`config.mk`:
```
export PLATFORM = sky130hd
export DESIGN_NAME = regfile_wb_arbiter
export DESIGN_NICKNAME = d
export VERILOG_FILES = /design/src/rtl/regfile_wb_arbiter.sv
export SDC_FILE = /design/constraint.sdc
export NUM_CORES = 1
export LEC_CHECK = 0
export CORE_MARGIN = 2
export CORE_UTILIZATION = 41
export CTS_BUF_LIST = sky130_fd_sc_hd__clkbuf_4 sky130_fd_sc_hd__clkbuf_8
export DETAILED_ROUTE_END_ITERATION = 6
export PLACE_DENSITY = 0.81
export SLEW_MARGIN = 10
export SYNTH_ARGS = -nofsm -noshare
export SYNTH_HDL_FRONTEND = slang
export SYNTH_SLANG_ARGS = --single-unit
```
`constraint.sdc`:
```
create_clock -name clk -period 1.9 [get_ports clk]
set_input_delay 0.19 -clock clk [delete_from_list [all_inputs] [get_ports clk]]
set_output_delay 0.19 -clock clk [all_outputs]
set_load 0.02 [all_outputs]
```
`src/rtl/regfile_wb_arbiter.sv`:
```
// Round-robin arbiter sharing the register-file write port between ALU (src0) and LSU (src1); FRISCV_RF_CLEAR_EN adds a post-reset x1..xN clear sweep.
// Latency: an accepted request appears on rf_we/rf_addr_w/rf_data_w one cycle later.
// Backpressure: srcN_ready is the combinational grant; a losing source holds its request, nothing is buffered.
module regfile_wb_arbiter #(
    parameter int ARCH               = 32,
    parameter int REGFILE_ADDR_WIDTH = 5,
    parameter int REGFILE_DEPTH      = 32,
    parameter int CNT_WIDTH          = 16
) (
    input  logic                          clk,
    input  logic                          rst_n,
    input  logic                          src0_valid,
    output logic                          src0_ready,
    input  logic [REGFILE_ADDR_WIDTH-1:0] src0_addr,
    input  logic [ARCH-1:0]               src0_data,
    input  logic                          src1_valid,
    output logic                          src1_ready,
    input  logic [REGFILE_ADDR_WIDTH-1:0] src1_addr,
    input  logic [ARCH-1:0]               src1_data,
    output logic                          rf_we,
    output logic [REGFILE_ADDR_WIDTH-1:0] rf_addr_w,
    output logic [ARCH-1:0]               rf_data_w,
    output logic                          init_done,
    output logic [CNT_WIDTH-1:0]          conflict_cnt
);

    typedef struct packed {
        logic                          we;
        logic [REGFILE_ADDR_WIDTH-1:0] addr;
        logic [ARCH-1:0]               data;
    } wr_t;

    wr_t                           wr_q;
    wr_t                           wr_d;
    logic                          last_grant;
    logic                          run;
    logic                          sweep_active;
    logic [REGFILE_ADDR_WIDTH-1:0] sweep_addr;
    logic                          grant0;
    logic                          grant1;
    logic                          xfer0;
    logic                          xfer1;
    logic [CNT_WIDTH-1:0]          cnt_q;

    // x0 and addresses past the implemented depth are accepted but never written
    function automatic logic addr_ok(input logic [REGFILE_ADDR_WIDTH-1:0] a);
        return (a != '0) && (32'(a) < 32'(REGFILE_DEPTH));
    endfunction

`ifdef FRISCV_RF_CLEAR_EN
    typedef enum logic {ST_INIT, ST_RUN} state_t;

    localparam logic [REGFILE_ADDR_WIDTH-1:0] LAST_IDX = REGFILE_ADDR_WIDTH'(REGFILE_DEPTH - 1);

    state_t                        state_q;
    state_t                        state_d;
    logic [REGFILE_ADDR_WIDTH-1:0] clr_idx_q;
    logic [REGFILE_ADDR_WIDTH-1:0] clr_idx_d;

    always_ff @(posedge clk or negedge rst_n) begin
        if (!rst_n) begin
            state_q   <= ST_INIT;
            clr_idx_q <= REGFILE_ADDR_WIDTH'(1);
        end else begin
            state_q   <= state_d;
            clr_idx_q <= clr_idx_d;
        end
    end

    always_comb begin
        state_d   = state_q;
        clr_idx_d = clr_idx_q;
        if (state_q == ST_INIT) begin
            clr_idx_d = clr_idx_q + 1'b1;
            if (clr_idx_q == LAST_IDX) begin
                state_d = ST_RUN;
            end
        end
    end

    assign run          = (state_q == ST_RUN);
    assign sweep_active = (state_q == ST_INIT);
    assign sweep_addr   = clr_idx_q;
`else
    assign run          = 1'b1;
    assign sweep_active = 1'b0;
    assign sweep_addr   = '0;
`endif

    // last_grant holds the index of the most recently accepted source
    assign grant0 = src0_valid && (!src1_valid || last_grant);
    assign grant1 = src1_valid && (!src0_valid || !last_grant);

    assign src0_ready = run && grant0;
    assign src1_ready = run && grant1;
    assign xfer0      = src0_valid && src0_ready;
    assign xfer1      = src1_valid && src1_ready;

    always_comb begin
        wr_d    = wr_q;
        wr_d.we = 1'b0;
        if (sweep_active) begin
            wr_d.we   = 1'b1;
            wr_d.addr = sweep_addr;
            wr_d.data = '0;
        end else if (xfer0) begin
            if (addr_ok(src0_addr)) begin
                wr_d.we   = 1'b1;
                wr_d.addr = src0_addr;
                wr_d.data = src0_data;
            end
        end else if (xfer1) begin
            if (addr_ok(src1_addr)) begin
                wr_d.we   = 1'b1;
                wr_d.addr = src1_addr;
                wr_d.data = src1_data;
            end
        end
    end

    always_ff @(posedge clk or negedge rst_n) begin
        if (!rst_n) begin
            wr_q       <= '0;
            last_grant <= 1'b1;
            cnt_q      <= '0;
        end else begin
            wr_q <= wr_d;
            if (xfer0) begin
                last_grant <= 1'b0;
            end else if (xfer1) begin
                last_grant <= 1'b1;
            end
            if (run && src0_valid && src1_valid && (cnt_q != '1)) begin
                cnt_q <= cnt_q + 1'b1;
            end
        end
    end

    assign rf_we        = wr_q.we;
    assign rf_addr_w    = wr_q.addr;
    assign rf_data_w    = wr_q.data;
    assign conflict_cnt = cnt_q;
    assign init_done    = run;

endmodule

```
==> results by group <==
Status
  • Status: finished clean

Critical path
  • CP required: 2.12 ns
  • Crit end category: flop
  • FF-to-FF End: conflict_cnt[14]$_DFFE_PN0P_
  • CP arrival: 2.07 ns
  • Crit path launch: src0_addr[1]
  • R2R depth: 5
  • Reg2Reg Setup Slack: 0.20 ns
  • Cell breakdown of the critical path: clkdlybuf4s50_1, or4_1, o211a_1, or2_4, buf_12, o21ai_0
  • Critical path's slowest cell: or4_1
  • CP Launch Type: input port
  • Critical path endpoint: rf_data_w[16]$_DFFE_PN0P_
  • Worst reg2reg startpoint: conflict_cnt[0]$_DFFE_PN0P_
  • Delay of the slowest critical-path stage: 0.55 ns
  • CP max FO: 29
  • Kind of critical path: input port to flop

STA
  • Max Slew Vio Count: 0
  • FMAX: 0.540 GHz
  • Fin crit share: 97.5%
  • Least-Margin Pin Slew: 0.551 ns
  • Final setup fails: 0
  • Skew final: 0.00533 ns
  • Slew HR: 63.3%
  • Crit path time final: 1.85 ns
  • Final hold violation count: 0
  • RSZ-0062 raised after global routing: true

Clocking
  • Post-CTS Setup Inserts: 0
  • CTS Buf Count: 5
  • CTS H-tree depth: 2
  • CTS root buffer: clkbuf_8
  • Clock Latency Late Sink: 0.31 ns
  • Longest Clk Path Bufs: 2
  • Sinks on the clock net: 55
  • Clock Pin Slew Worst Setup and Hold Paths: 0.10 ns
  • CTS tree: done

Global routing
  • Vias in the first global route: 2519
  • Largest net degree at the start of global routing: 33
  • Gr ovfl total: 0
  • Global-route track usage on met2: 36.7%
  • M1 GR Usage: 26.3%
  • Met3 Track Usage GR: 5.86%
  • Initial antenna violation count: 0
  • First-pass GRT wire length: 12000 microns
  • Global routing's busiest layer: met2
  • Gr usage total: 21.5%

Synthesis
  • Cells after Synth: 252
  • Commonest cells post-synth: dfrtp_1 (54), inv_1 (39), a22oi_1 (37), o21ai_0 (19), o21ai_2 (10)
  • Post-synthesis cell type count: 36
  • Post-synthesis register bit count: 55
  • Post-synthesis sequential area ratio: 53.6%
  • Synth area leader: dfrtp_1
  • Synth Area per Inst: 10.2 sq um
  • Main synth FF type: dfrtp_1
  • Most frequent cell after synthesis: dfrtp_1
  • Synth Cell Area: 0.00257 sq mm
  • Number of synthesized flops with an enable pin: 0
  • Fraction of registers with async set or reset after synthesis: 100%
  • Synth top area share: 52.5%
  • Area contributors post-synth: dfrtp_1 (53%), a22oi_1 (11%), inv_1 (5.7%), o21ai_0 (3.7%), o21ai_2 (3.4%)
  • Mapped Nets: 331
  • Yosys warns: 0

Layout
  • Layout area overhead: 64.5%
  • Finished Layout Cells: 475
  • Final net count: 478
  • Share of cells above drive strength 1: 10.8%
  • N_diodes: 0

Floorplanning
  • Height of the chip: 83.2 microns
  • DIE WIDTH: 83.2 microns
  • Cell row count: 28
  • Core area: 0.00599 sq mm
  • Io pins: 135
  • Initial Util: 42.9%
  • DIE AREA: 0.00692 sq mm

Drt
  • DR pass1 iterations: 4
  • Routed vias/inst: 5.18
  • WL final: 7350 microns
  • Iteration-0 DRC count of the detailed router: 105
  • DR vias: 2461
  • Routed len/inst: 15.5 microns
  • DRC Markers: 0
  • Post-DRT Antenna Nets: 0

Pwr
  • Pwr/cell area: 915 mW/mm^2
  • Net Switching: 1.25 mW
  • Design Power: 3.87 mW
  • Sequential share of power: 40.8%
  • Peak supply drop: 0.000491 V
  • Cell leakage power: 1.86 nW
  • Power Internal: 2.62 mW
  • Sw Ratio: 32.3%
  • Clock share of power: 23.6%
  • Power share of the combinational group: 35.6%

Min path
  • Worst Hold Class: input port to async pin

Place
  • Port bufs: 133
  • Dpl cells: 466
  • GPL Wtd Cong: 0.835
  • Detailed placer's ending HPWL: 5570 microns

Flow run
  • Max-cap violation count: 0
## power by group through the flow
stage	registers [mW]	clock network [mW]	logic, mW
6_report	1.58	0.913	1.38
5_1_grt	1.61	0.973	1.49
4_1_cts	1.58	0.928	1.38
3_5_place_dp	1.60	0	1.38
3_3_place_gp	1.59	0	1.34
2_1_floorplan	1.82	0	0.388
## layout make-up
class | instances | area (sq um)
sequential | 55 | 1380
tap | 75 | 93.8
clock buffer | 6 | 76.3
multi-input combinational | 146 | 986
fill | 454 | 1760
inverter | 39 | 146
clock inverter | 2 | 60.1
timing repair buffer | 152 | 1490
## flip-flops by register name (all words and copies together) (netlist names)
name	flops
rf_data_w	32
conflict_cnt	16
rf_addr_w	5
last_grant	1
rf_we	1
## metal layers
metal / up-vias / share of wire [%]
li1: 1189 / -
met3: 18 / 6.2
met5: - / 0
met4: 0 / 2.8
met2: 92 / 49
met1: 1162 / 42
## placed cells by master, fill, tap and decap left out, types with 5 or more instances in the layout
| cell type | Yosys | final |
|---|---|---|
| o21ai_1 | 9 | 12 |
| a22oi_1 | 37 | 37 |
| nand2_1 | 7 | 7 |
| o21ai_0 | 19 | 16 |
| clkbuf_8 | 0 | 5 |
| o21ai_2 | 10 | 10 |
| inv_1 | 39 | 39 |
| xnor2_1 | 5 | 5 |
| nand3_1 | 8 | 8 |
| nand4_1 | 7 | 7 |
| dfrtp_1 | 54 | 54 |
| xor2_1 | 6 | 6 |
| buf_4 | 1 | 15 |
| clkdlybuf4s50_1 | 0 | 130 |
## per-stage QoR
step                      utilization [%]  cell area (sq um)  hold slack (ns)  TNS, ns  worst slack (ns)
after CTS                            70.3               4210            0.411        0            0.0227
after global placement               67.9               4070            0.198    -7.22            -0.220
after global routing                 70.7               4230            0.430        0           0.00199
after detailed placement             67.9               4070            0.207    -8.54            -0.323
after floorplan                         -               2570           -0.106        0             0.113
final                                70.7               4230            0.390        0            0.0484
## critical path: cells and delay by family
| family | cells | cell delay, ns |
|---|---|---|
| AO/OA/AOI/OAI | 2 | 0.43 |
| AND/OR/NAND/NOR | 2 | 0.84 |
| buffers and inverters | 2 | 0.61 |
## cell families (layout without fill, tap and decap cells)
group	count (synthesis)	after routing	share of synthesized area, %
buffers and inverters	51	199	8.46
flip-flops	55	55	53.6
adder cells (fa/ha/maj)	1	1	0.486
multiplexers	2	2	0.875
other	1	1	0.146
AND/OR/NAND/NOR	47	47	10.7
XOR/XNOR	11	11	3.75
AO/OA/AOI/OAI	84	84	22.0
## how the worst min path moves through the flow
stage	cells past startpoint	to	slack, ns	from
2_1_floorplan	0	conflict_cnt[0]$_DFFE_PN0P_	-0.11	rst_n
3_3_place_gp	1	conflict_cnt[14]$_DFFE_PN0P_	0.20	rst_n
3_5_place_dp	1	conflict_cnt[14]$_DFFE_PN0P_	0.21	rst_n
4_1_cts	2	conflict_cnt[14]$_DFFE_PN0P_	0.41	rst_n
5_1_grt	2	conflict_cnt[8]$_DFFE_PN0P_	0.43	rst_n
6_report	2	conflict_cnt[14]$_DFFE_PN0P_	0.39	rst_n
## timing repair
action                                  in CTS  in global routing
gates resized for setup                      1                  8
endpoints found under the hold margin       21                  0
endpoints found under the setup margin       1                 15
hold buffers                                 1                  0
(Power assumes the default switching activity.)
